## config.mk

```make
export PLATFORM = sky130hd
export DESIGN_NAME = ospfb_sample_src
export DESIGN_NICKNAME = d
export VERILOG_FILES = /design/src/rtl/alpaca_ospfb_constants_pkg.sv /design/src/rtl/ospfb_sample_src.sv
export SDC_FILE = /design/constraint.sdc
export NUM_CORES = 1
export LEC_CHECK = 0
export ABC_AREA = 0
export BUFFER_PORTS_ARGS = -buffer_cell sky130_fd_sc_hd__buf_2
export CORE_MARGIN = 2
export CORE_UTILIZATION = 45
export DETAILED_ROUTE_END_ITERATION = 8
export GPL_ROUTABILITY_DRIVEN = 0
export GPL_TIMING_DRIVEN = 0
export PLACE_DENSITY = 0.66
export SETUP_SLACK_MARGIN = 0.05
export SYNTH_ARGS = -nofsm -noshare
export SYNTH_HDL_FRONTEND = slang
export SYNTH_SLANG_ARGS = --single-unit
```

## constraint.sdc

```tcl
create_clock -name clk -period 3.2 [get_ports clk]
set_clock_uncertainty 0.1 [all_clocks]
set_input_delay 0.48 -clock clk [delete_from_list [all_inputs] [get_ports clk]]
set_output_delay 0.48 -clock clk [all_outputs]
set_load 0.005 [all_outputs]
```

## src/rtl/alpaca_ospfb_constants_pkg.sv

```systemverilog
// Shared OSPFB constants plus the types and helpers used by the sample source.
// Defaults here feed the module parameters.
package alpaca_ospfb_constants_pkg;

    localparam int DEFAULT_WIDTH   = 16;
    localparam int DEFAULT_DEC_FAC = 384;

    typedef enum logic [1:0] {
        RAMP    = 2'd0,
        IMPULSE = 2'd1,
        CONST   = 2'd2,
        ALT     = 2'd3
    } src_mode_t;

    typedef enum logic [1:0] {
        IDLE  = 2'd0,
        RUN   = 2'd1,
        DRAIN = 2'd2,
        DONE  = 2'd3
    } src_state_t;

    // Negate a w-bit signed value (carried sign-extended in 64 bits);
    // the most negative value maps to the most positive instead of overflowing.
    function automatic logic signed [63:0] sat_neg(input logic signed [63:0] x, input int w);
        logic signed [63:0] max_v;
        logic signed [63:0] min_v;
        max_v = (64'sd1 <<< (w - 1)) - 64'sd1;
        min_v = -max_v - 64'sd1;
        return (x == min_v) ? max_v : -x;
    endfunction

endpackage

```

## src/rtl/ospfb_sample_src.sv

```systemverilog
// AXI4-Stream test-pattern source: frames of DEC_FAC samples with tlast on the
// final one, for a programmed number of frames or free-running.
module ospfb_sample_src
    import alpaca_ospfb_constants_pkg::*;
#(
    parameter int WIDTH         = DEFAULT_WIDTH,
    parameter int DEC_FAC       = DEFAULT_DEC_FAC,
    parameter int FRAME_CNT_WID = 32
) (
    input  logic                     clk,
    input  logic                     rst_n,
    input  logic                     en,
    input  logic [1:0]               mode,
    input  logic [WIDTH-1:0]         amp,
    input  logic [FRAME_CNT_WID-1:0] nframes,
    output logic [WIDTH-1:0]         m_tdata,
    output logic                     m_tvalid,
    input  logic                     m_tready,
    output logic                     m_tlast,
    output logic                     busy,
    output logic                     done
);

    localparam int IDX_W = (DEC_FAC > 1) ? $clog2(DEC_FAC) : 1;
    localparam logic [IDX_W-1:0] LAST_IDX = IDX_W'(DEC_FAC - 1);

    function automatic logic signed [WIDTH-1:0] pattern(input src_mode_t m,
                                                        input logic signed [WIDTH-1:0] a,
                                                        input logic [IDX_W-1:0] n);
        logic signed [WIDTH-1:0] p;
        logic signed [WIDTH-1:0] neg;
        neg = WIDTH'(sat_neg(64'(a), WIDTH));
        case (m)
            RAMP:    p = WIDTH'(n);
            IMPULSE: p = (n == '0) ? a : '0;
            CONST:   p = a;
            default: p = n[0] ? neg : a;
        endcase
        return p;
    endfunction

    src_state_t               state_q, state_d;
    src_mode_t                mode_q, mode_d;
    logic signed [WIDTH-1:0]  amp_q, amp_d;
    logic [FRAME_CNT_WID-1:0] nframes_q, nframes_d;
    logic [FRAME_CNT_WID-1:0] frame_q, frame_d;
    logic [IDX_W-1:0]         idx_q, idx_d;
    logic signed [WIDTH-1:0]  tdata_q, tdata_d;
    logic                     tvalid_q, tvalid_d;
    logic                     tlast_q, tlast_d;
    logic                     busy_q, busy_d;
    logic                     done_q, done_d;

    logic                     xfer;
    logic [IDX_W-1:0]         idx_nxt;
    logic [FRAME_CNT_WID-1:0] frame_inc;

    always_comb begin
        state_d   = state_q;
        mode_d    = mode_q;
        amp_d     = amp_q;
        nframes_d = nframes_q;
        frame_d   = frame_q;
        idx_d     = idx_q;
        tdata_d   = tdata_q;
        tvalid_d  = tvalid_q;
        tlast_d   = tlast_q;
        busy_d    = busy_q;
        done_d    = done_q;

        xfer      = tvalid_q && m_tready;
        idx_nxt   = (idx_q == LAST_IDX) ? '0 : idx_q + 1'b1;
        frame_inc = frame_q + 1'b1;

        case (state_q)
            IDLE: begin
                if (en) begin
                    state_d   = RUN;
                    mode_d    = src_mode_t'(mode);
                    amp_d     = $signed(amp);
                    nframes_d = nframes;
                    frame_d   = '0;
                    idx_d     = '0;
                    tdata_d   = pattern(src_mode_t'(mode), $signed(amp), '0);
                    tvalid_d  = 1'b1;
                    tlast_d   = 1'b0;
                    busy_d    = 1'b1;
                end
            end
            RUN, DRAIN: begin
                // A tlast transfer is a frame boundary; it outranks a falling en.
                if (xfer && tlast_q) begin
                    frame_d = frame_inc;
                    idx_d   = '0;
                    if ((nframes_q != '0) && (frame_inc == nframes_q)) begin
                        state_d  = DONE;
                        tvalid_d = 1'b0;
                        tlast_d  = 1'b0;
                        busy_d   = 1'b0;
                        done_d   = 1'b1;
                    end else if (!en || (state_q == DRAIN)) begin
                        state_d  = IDLE;
                        tvalid_d = 1'b0;
                        tlast_d  = 1'b0;
                        busy_d   = 1'b0;
                    end else begin
                        tdata_d = pattern(mode_q, amp_q, '0);
                        tlast_d = 1'b0;
                    end
                end else begin
                    if (xfer) begin
                        idx_d   = idx_nxt;
                        tdata_d = pattern(mode_q, amp_q, idx_nxt);
                        tlast_d = (idx_nxt == LAST_IDX);
                    end
                    if (!en) begin
                        state_d = DRAIN;
                    end
                end
            end
            DONE: begin
                if (!en) begin
                    state_d = IDLE;
                    done_d  = 1'b0;
                    frame_d = '0;
                end
            end
            default: state_d = IDLE;
        endcase
    end

    always_ff @(posedge clk or negedge rst_n) begin
        if (!rst_n) begin
            state_q   <= IDLE;
            mode_q    <= RAMP;
            amp_q     <= '0;
            nframes_q <= '0;
            frame_q   <= '0;
            idx_q     <= '0;
            tdata_q   <= '0;
            tvalid_q  <= 1'b0;
            tlast_q   <= 1'b0;
            busy_q    <= 1'b0;
            done_q    <= 1'b0;
        end else begin
            state_q   <= state_d;
            mode_q    <= mode_d;
            amp_q     <= amp_d;
            nframes_q <= nframes_d;
            frame_q   <= frame_d;
            idx_q     <= idx_d;
            tdata_q   <= tdata_d;
            tvalid_q  <= tvalid_d;
            tlast_q   <= tlast_d;
            busy_q    <= busy_d;
            done_q    <= done_d;
        end
    end

    assign m_tdata  = tdata_q;
    assign m_tvalid = tvalid_q;
    assign m_tlast  = tlast_q;
    assign busy     = busy_q;
    assign done     = done_q;

endmodule

```

=== Word-level counts from Yosys, hierarchy flattened ===
Cells that the tools add are included.

* Register bits: 112
* Input port bits: 54
* Output and inout bits: 20
* Logic and storage cells: 93

* Add/subtract/negate cells: 3
* Equality and inequality tests: 19
* Mux-type cells: 41
* Reduce and logical (&&, ||, !) cells: 20

{| class="wikitable"
|+ Operators by type and width
! cell !! number
|-
| two-way mux 16 bit || 10
|-
| two-way mux 32 bit || 3
|-
| case mux 32 bit (3 select lines) || 1
|-
| case mux 16 bit (3 select lines) || 1
|-
| two-way mux 9 bit || 4
|-
| adder 32 x 1 -> 32 bit, second input constant || 1
|-
| equality test 32 bit || 1
|-
| case mux 16 bit (2 select lines) || 1
|-
| nonzero test 32 bit || 1
|-
| equality test 9 bit, second input constant || 2
|-
| case mux 9 bit (2 select lines) || 1
|-
| equality test 16 bit, second input constant || 1
|-
| negator 16 bit || 1
|-
| != test 3 bit, second input constant || 5
|-
| two-way mux 2 bit || 6
|-
| AND reduction 4 bit || 3
|-
| two-way mux 1 bit || 10
|-
| adder 9 x 1 -> 9 bit, second input constant || 1
|-
| zero test 9 bit || 1
|-
| != test 2 bit, second input constant || 4
|-
| equality test 2 bit, second input constant || 3
|-
| zero test 2 bit || 3
|-
| case mux 1 bit (2 select lines) || 3
|-
| case mux 2 bit (3 select lines) || 1
|-
| other kinds (10) || 15
|}

=== Longest topological paths before layout ===
Gate-level depths: netlist of run 1.

* Depth after elaboration: 8
* Mapped depth: 12
* Mapped depth without buffers: 10

=== Worst setup path before layout of run 1 ===
Ideal clock, no wire load.

* Kind: reg2reg
* Start point: register frame_q[0]
* End point: register tdata_q[11] (netlist: m_tdata[11])
* Setup time: 0.125 ns
* Arrival: 3.100 ns
* Data required time: 2.975 ns
* Path slack: -0.125 ns
* Cell stages (with the launch flop): 12
* Buffers on the path: 1
* Clock period less this slack: 3.325 ns
* Cell sequence: dfrtp_1 ha_1 nand4_1 nor4_2 nand4_1 xnor2_1 nor4_2 nand4_1 or4_4 a21oi_4 buf_12 mux2_4

* Cells in the longest elaborated chain, start to end: 5

{| class="wikitable"
|+ Ends and longest elaborated chain
! element !! RTL line !! source
|-
| start: declaration || ospfb_sample_src.sv:46 || <nowiki>logic [FRAME_CNT_WID-1:0] frame_q, frame_d;</nowiki>
|-
| start signal: assignment || ospfb_sample_src.sv:150 || <nowiki>frame_q <= frame_d;</nowiki>
|-
| adder 32 x 1 -> 32 bit || ospfb_sample_src.sv:73 || <nowiki>frame_inc = frame_q + 1'b1;</nowiki>
|-
| equality test 32 bit || ospfb_sample_src.sv:95 || <nowiki>if ((nframes_q != '0) && (frame_inc == nframes_q)) begin</nowiki>
|-
| logical AND 1 bit || ospfb_sample_src.sv:95 ||
|-
| != test 3 bit (no line) || n/a ||
|-
| AND reduction 5 bit (no line) || n/a ||
|-
| end signal: assignment || ospfb_sample_src.sv:152 || <nowiki>tdata_q <= tdata_d;</nowiki>
|-
| end: declaration || ospfb_sample_src.sv:48 || <nowiki>logic signed [WIDTH-1:0] tdata_q, tdata_d;</nowiki>
|}

Every way passes these cells.
A chain may end at the register's enable or synchronous reset.

=== Worst setup path after layout of run 1 ===
* Start point: register frame_q[1]
* End point: register tdata_q[15] (netlist: m_tdata[15])

Same word-level chain as after synthesis.

==> summary.md, run 1 <==
• buffers from clock root to sink, at most: 2
• register area: 2820 um^2
• number of distinct standard cells referenced by the synthesized netlist: 74
• Yosys reg bits: 112
• effective utilization at floorplan: 46.3%
• # fillers: 1394
• first-pass GRT wire length: 32.4 mm
• Cell Count Post-Placement: 1054
• footprint of the multi-input gates: 4300 um^2
• total number of vias: 6408
• number of global-route vias before repair: 6068
• GR peak layer: met2
• power density cells: 846 nW/um^2
• worst reg-to-reg setup slack: -280 ps
• status: complete, but fails checks
• xor/xnor cell area share of the yosys netlist: 7.03%
• start of the worst register-to-register path: frame_q[1]
• CP Capture Type: flop
• Final ANT Viol Nets: 0
• sequential element share of the synthesized area: 39.5%
• share of flip-flops with an asynchronous set or reset: 100%
• area grow syn2layout: 22.6%
• cells along the critical path: buf_4 > nand3_4 > nor3_4 > buf_6 > nand4_1 > mux2_4 > mux2i_1 > a21oi_2 > or4_4 > a21oi_4 > buf_12 > buf_12 > mux2_4
• clock tree from TritonCTS: yes
• count of synthesis-stage warnings from yosys: 0
• detail-routed via count per cell: 5.81
• Core Box Area: 15300 um^2
• portion of netlist area occupied by mux cells: 11.5%
• die area: 16800 um^2
• maximum net fanout on the critical path: 5
• number of detailed-routing iterations run before antenna repair: 5
• WP data arrival: 3630 ps
• met2 GRT Util: 42.8%
• # clock sinks: 112
• worst ir drop on vdd: 0.000722 V
• Final Non-Filler Cells: 1103
• endpoint of the most critical register-to-register path: m_tdata[15]
• initial antenna violation count: 0
• placed wire-length estimate: 14.3 mm
• met3 track demand over resource in global routing: 4.62%
• FP Rows: 45
• Avg Inst Size Synth: 9.22 um^2
• Hold/Removal Path Class: in2reg
• highest attainable clock frequency: 0.287 GHz
• cell depth of the worst flop-to-flop path: 13
• number of enable-type register cells in the synthesized netlist: 0
• number of buffers and inverters on the critical path: 4
• top flip-flop cell by instance count after synthesis: dfrtp_1
• DRC errors left: 0
• element type at the critical path start: flop
• Overall Global Routing Usage: 24.9%
• number of H-tree levels: 3
• final clock period utilization by the worst path: 109%
• Clock Pin Slew Worst Setup and Hold Paths: 80 ps
• number of violations of the max-capacitance limit: 0
• compound-cell area share of the yosys netlist: 17.0%
• Final Max Slew Viols: 0
• arithmetic-cell share of the synthesized area counting full adders, half adders and majority gates: 1.41%
• area fraction in and, or, nand and nor cells after synthesis: 19.4%
• CP required: 3350 ps
• final worst slack: -280 ps
• minimum clock period after layout: 3480 ps
• met1 routing resource usage after global routing: 32.3%
• Die Ht: 130 um
• main combinational cell family by area after synthesis: simple AND/OR/NAND/NOR gates
• Leakage Power: 0.00368 uW
• cts bufs inserted: 9
• Routed Wire Length: 20.4 mm
• Setup CP Type: reg2reg
• relative slew slack: 53.2%
• post-layout net count: 949
• cell at the root of the clock tree: clkbuf_16
• num ports: 74
• Antenna Diode Count: 0
• insertion delay to the later sink of the worst-skew pair: 370 ps
• layout cells sized above 1: 30.5%
• port buffer count: 72
• Synth Instances: 770
• final hold violation count: 0
• Congestion Overflow GR: 0
• count of endpoints failing setup in the final report: 18
• Mapped Nets: 832
• violations in the final reports: setup timing
• RSZ-0062 raised after global routing: yes
• worst slack after detailed placement: -637 ps
• actual transition at the worst max-transition pin: 702 ps
• cell depth of the worst min-delay path: 2
• die width: 130 um
• library cell contributing the largest single delay on the critical path: or4_4
• family of cells with the greatest summed delay on the critical path: simple AND/OR/NAND/NOR gates
• source of the worst hold timing path: nframes[15]
• WL/cell: 18.5 um
• Syn Std Cell Area: 7100 um^2
• maximum number of pins on one net before global-route repair: 67
• largest incremental delay on the critical path: 540 ps
• hold worst-path end: nframes_q[15]
• initial detailed-routing violation count: 541
## repair_timing
item / in CTS / in global routing
setup buffers: 29 / 11
endpoints found under the hold margin: 46 / 0
hold buffers: 1 / 0
setup endpoints to repair: 20 / 32
resized for setup: 40 / 34
gates cloned: 1 / 0
pin swaps: 17 / 12
## worst max path at each step
stage	start	to	slack, ps	cells after the start
finish	frame_q[1]	m_tdata[15]	-280	13
global route	frame_q[0]	m_tdata[13]	-390	13
CTS	frame_q[0]	m_tdata[15]	-210	15
detailed placement	frame_q[1]	m_tdata[8]	-640	11
global placement	frame_q[1]	m_tdata[15]	-620	11
floorplan	frame_q[1]	m_tdata[11]	-4	11
## power by group
part           internal, uW  switching (uW)
clock network           553             551
logic                  1870            1980
registers              1880             521
## kinds of logic after synthesis
group | count (synthesis)
AND/OR/NAND/NOR | 264
AO/OA/AOI/OAI | 194
flip-flops | 112
multiplexers | 71
buffers and inverters | 64
XOR/XNOR | 57
adder cells (fa/ha/maj) | 8
## synthesized netlist by cell type (4+ instances only)
cell      count  area [um^2]
buf_4         4         30.0
ha_1          8          100
nand2_1      70          263
xor2_1       18          158
a221oi_1      4         35.0
a21oi_1      38          190
o21ai_0      77          385
nand4_1      18          113
mux2i_1       7         70.1
nand2b_1      8         50.1
or2_2         4         25.0
a221o_1       5         50.1
o22ai_1       6         37.5
a31oi_1       6         37.5
and2_1        8         50.1
nand3_1      30          150
inv_1        16         60.1
a211oi_1      5         37.5
nor4_1       20          125
xnor2_1      39          342
mux2_2       57          642
o31ai_1      16          120
nor3_1       15         75.1
and3_1        8         50.1
nor2_1       52          195
a22oi_1      10         75.1
buf_1         7         26.3
clkbuf_1     30          113
a22o_1        5         43.8
mux2_4        7          105
dfrtp_1     112         2800
## layer usage
metal	vias up	routed length, um
met5	-	0
met4	0	356
met3	28	1010
met2	188	10500
met1	3150	8590
li1	3042	-
## cell type report
| class | count | share of cell area [%] |
|---|---|---|
| Clock buffer | 10 | 2.75 |
| Inverter | 16 | 0.690 |
| Multi-Input combinational cell | 594 | 49.4 |
| Timing Repair Buffer | 114 | 8.87 |
| Sequential cell | 112 | 32.4 |
| Tap cell | 211 | 3.03 |
| Clock inverter | 6 | 0.503 |
| Buffer | 40 | 2.39 |
## registers in the layout (all words and copies together) (netlist names)
register	cells
amp_q	16
busy	1
done	1
frame_q	32
idx_q	9
m_tdata	16
m_tlast	1
mode_q	2
nframes_q	32
state_q	2
## cell usage in the layout (no fill, tap or decap), types with 6 or more instances in the layout
cell and n:
a21oi_1 37, a22oi_1 10, a31oi_1 6, and2_1 7, and3_1 7, buf_1 6
buf_2 74, buf_4 33, buf_6 10, clkbuf_1 20, clkbuf_16 9, dfrtp_1 100
dfrtp_2 12, ha_1 7, inv_1 16, mux2_2 50, mux2_4 14, mux2i_1 7
nand2_1 68, nand2b_1 8, nand3_1 27, nand4_1 18, nor2_1 50, nor3_1 12
nor4_1 12, nor4_4 6, o21ai_0 76, o22ai_1 6, o31ai_1 16, xnor2_1 33
xnor2_2 6, xor2_1 18
## metrics by stage
step	utilization, %	setup TNS, ps	hold WS [ps]	total power (uW)	instance area (um^2)
final	56.8	-3740	235	7360	8700
after global routing	56.8	-6010	233	7830	8700
after CTS	55.5	-3120	236	7330	8500
after detailed placement	50.9	-10400	344	5750	7790
after global placement	50.6	-10210	391	5700	7760
after floorplan	-	-28.1	84.4	4760	7130
Note: power is estimated with default switching activity, not from simulation.
==> run 2, diff against run 1 <==
Settings changed: CORE_ASPECT_RATIO set to 1.4.
==> run 2 against run 1 <==
Compared with the run above: the run still ends with setup timing left; first-iteration DRC count decreased by 41%; flip-flop and latch count unchanged; register-to-register slack got worse by 160 ps; utilization decreased by 1.7 points; sequential power about the same; via count decreased by 0.36%; highest routed layer unchanged; worst setup slack got worse by 160 ps; design area decreased by 1.6%; cell count decreased by 1.5%; routed wire length increased by 1.7%; total power decreased by 0.11%.
==> summary.md, run 2 (synthesis results as in run 1) <==
• status: complete, but fails checks, unchanged
• violations in the final reports: setup timing, unchanged
• port buffer count: 72, unchanged
• relative slew slack: 49.7%, was 53.2%
• Die Ht: 153 um, was 130 um
• buffers from clock root to sink, at most: 2, unchanged
• power density cells: 859 nW/um^2, was 846 nW/um^2
• cts bufs inserted: 9, unchanged
• # fillers: 1405, was 1394
• CP Capture Type: flop, unchanged
• total number of vias: 6385, was 6408
• cell depth of the worst min-delay path: 2, unchanged
• Core Box Area: 15500 um^2, was 15300 um^2
• switching power of the nets: 3090 uW, was 3050 uW
• overall power after layout: 7350 uW, was 7360 uW
• maximum number of pins on one net before global-route repair: 81, was 67
• die width: 110 um, was 130 um
• Routed Wire Length: 20.8 mm, was 20.4 mm
• FP Rows: 54, was 45
• count of endpoints failing setup in the final report: 19, was 18
• initial detailed-routing violation count: 318, was 541
• sum of negative setup slack: -6370 ps, was -3740 ps
• number of H-tree levels: 3, unchanged
• Setup CP Type: reg2reg, unchanged
• insertion delay to the later sink of the worst-skew pair: 380 ps, was 370 ps
• Antenna Diode Count: 0, unchanged
• placed wire-length estimate: 14.9 mm, was 14.3 mm
• CP required: 3370 ps, was 3350 ps
• endpoint of the most critical register-to-register path: m_tdata[11], was m_tdata[15]
• cell depth of the worst flop-to-flop path: 14, was 13
• area grow syn2layout: 20.6%, was 22.6%
• final worst slack: -436 ps, was -280 ps
• registers with the highest flip-flop counts: frame_q: 32 flops, nframes_q: 32 flops, unchanged
• number of violations of the max-capacitance limit: 0, unchanged
• # clock sinks: 112, unchanged
• RSZ-0062 raised after global routing: yes, unchanged
• Leakage Power: 0.00363 uW, was 0.00368 uW
• minimum clock period after layout: 3640 ps, was 3480 ps
• number of global-route vias before repair: 6358, was 6068
• cell at the root of the clock tree: clkbuf_16, unchanged
• post-layout net count: 948, was 949
• minimum hold slack: 229 ps, was 235 ps
• WP data arrival: 3810 ps, was 3630 ps
• highest attainable clock frequency: 0.275 GHz, was 0.287 GHz
• Congestion Overflow GR: 0, unchanged
• first-pass GRT wire length: 32.6 mm, was 32.4 mm
• element type at the critical path start: flop, unchanged
• detail-routed via count per cell: 5.87, was 5.81
• commonest non-fill, non-tap cell in the layout: dfrtp_1, unchanged
• Clock Pin Slew Worst Setup and Hold Paths: 90 ps, was 80 ps
• most frequent cells in the layout: dfrtp_1 (107), o21ai_0 (76), buf_2 (73), was dfrtp_1 (100), o21ai_0 (76), buf_2 (74)
• effective utilization at floorplan: 45.7%, was 46.3%
• worst ir drop on vdd: 0.000542 V, was 0.000722 V
• WL/cell: 19.1 um, was 18.5 um
• die area: 16800 um^2, about the same
• final clock period utilization by the worst path: 114%, was 109%
• final hold violation count: 0, unchanged
• Switching Share: 42.1%, was 41.5%
• internal portion of total power: 4260 uW, was 4310 uW
• proportion of power drawn by flip-flops and latches: 32.6%, was 32.7%
• combinational cell fraction of total power: 51.2%, was 52.3%
• Clock power frac: 16.1%, was 15.0%
• start of the worst register-to-register path: frame_q[0], was frame_q[1]
• clock tree from TritonCTS: yes, unchanged
• actual transition at the worst max-transition pin: 755 ps, was 702 ps
• Hold/Removal Path Class: in2reg, unchanged
• Final Max Slew Viols: 0, unchanged
• number of detailed-routing iterations run before antenna repair: 5, unchanged
• maximum net fanout on the critical path: 8, was 5
• layout cells sized above 1: 28.7%, was 30.5%
• initial antenna violation count: 0, unchanged
• worst reg-to-reg setup slack: -440 ps, was -280 ps
• hold worst-path end: nframes_q[25], was nframes_q[15]
• DRC errors left: 0, unchanged
• Overall Global Routing Usage: 25.1%, was 24.9%
• source of the worst hold timing path: nframes[25], was nframes[15]
• Final ANT Viol Nets: 0, unchanged
• num ports: 74, unchanged
-- run 2: cell types whose count changed in the layout (fill, tap and decap cells not counted), sizes merged --
| cell | before | now |
|---|---|---|
| clkbuf | 35 | 37 |
| buf | 128 | 124 |
| inv | 17 | 21 |
| clkinvlp | 1 | 0 |
| clkinv | 4 | 2 |
-- run 2: metrics by stage --
stage	worst slack, ps	cell area, um^2	std cells	utilization [%]
floorplan	-4.01	7130	770	-
global placement	-823	7740	1038	49.8
detailed placement	-835	7770	1039	50.0
CTS	-384	8400	1083	54.1
global route	-517	8560	1087	55.1
finish	-436	8560	1087	55.1
-- run 2: worst max-delay path, cell delays in order (launching register included) --
cell,delay (ps)
dfrtp_2,420
ha_4,170
nand4_1,140
buf_4,190
nor4_4,120
buf_4,180
nand2_2,80
nor4_2,300
o221a_2,220
nand4_1,210
or4_4,610
a21oi_4,190
buf_12,150
clkbuf_16,150
mux2_4,290
-- run 2: worst max path at each step --
stage                             end  slack (ps)       start
final                     m_tdata[11]        -440  frame_q[0]
after global routing       m_tdata[7]        -520  frame_q[0]
after CTS                 m_tdata[12]        -380  frame_q[1]
after detailed placement  m_tdata[12]        -830  frame_q[1]
after global placement    m_tdata[12]        -820  frame_q[1]
after floorplan           m_tdata[11]          -4  frame_q[1]
-- run 2: what timing repair did --
action                     CTS  global route
gates cloned                 0             1
setup endpoints to repair   21            32
setup buffers               30            12
gates resized for setup     16            31
hold buffers                 1             0
pin swaps                    6            13
hold endpoints to repair    32             0
-- run 2: layout make-up --
cell class / instances / area [um^2] / share of cell area [%]
well taps: 196 / 245 / 2.87
clock inverters: 7 / 83.8 / 0.980
inverters: 16 / 60.1 / 0.702
multi-input cells: 594 / 4200 / 49.1
flip-flops and latches: 112 / 2810 / 32.8
plain buffers: 41 / 210 / 2.46
repair buffers: 112 / 723 / 8.45
clock buffers: 9 / 225 / 2.63
-- run 2: power groups by stage --
stage / logic [uW] / clock network, uW / registers, uW
final: 3770 / 1190 / 2400
after global routing: 4100 / 1250 / 2460
after CTS: 3650 / 1200 / 2380
after detailed placement: 3410 / 0 / 2400
after global placement: 3370 / 0 / 2400
after floorplan: 2510 / 0 / 2250
-- run 2: routing by layer --
layer / GRT usage, % / share of wire, % / up-vias
li1: - / - / 3050
met4: 14.3 / 4.3 / 0
met3: 2.99 / 3.5 / 58
met1: 28.3 / 38 / 3107
met5: 0 / 0 / -
met2: 44.5 / 54 / 170
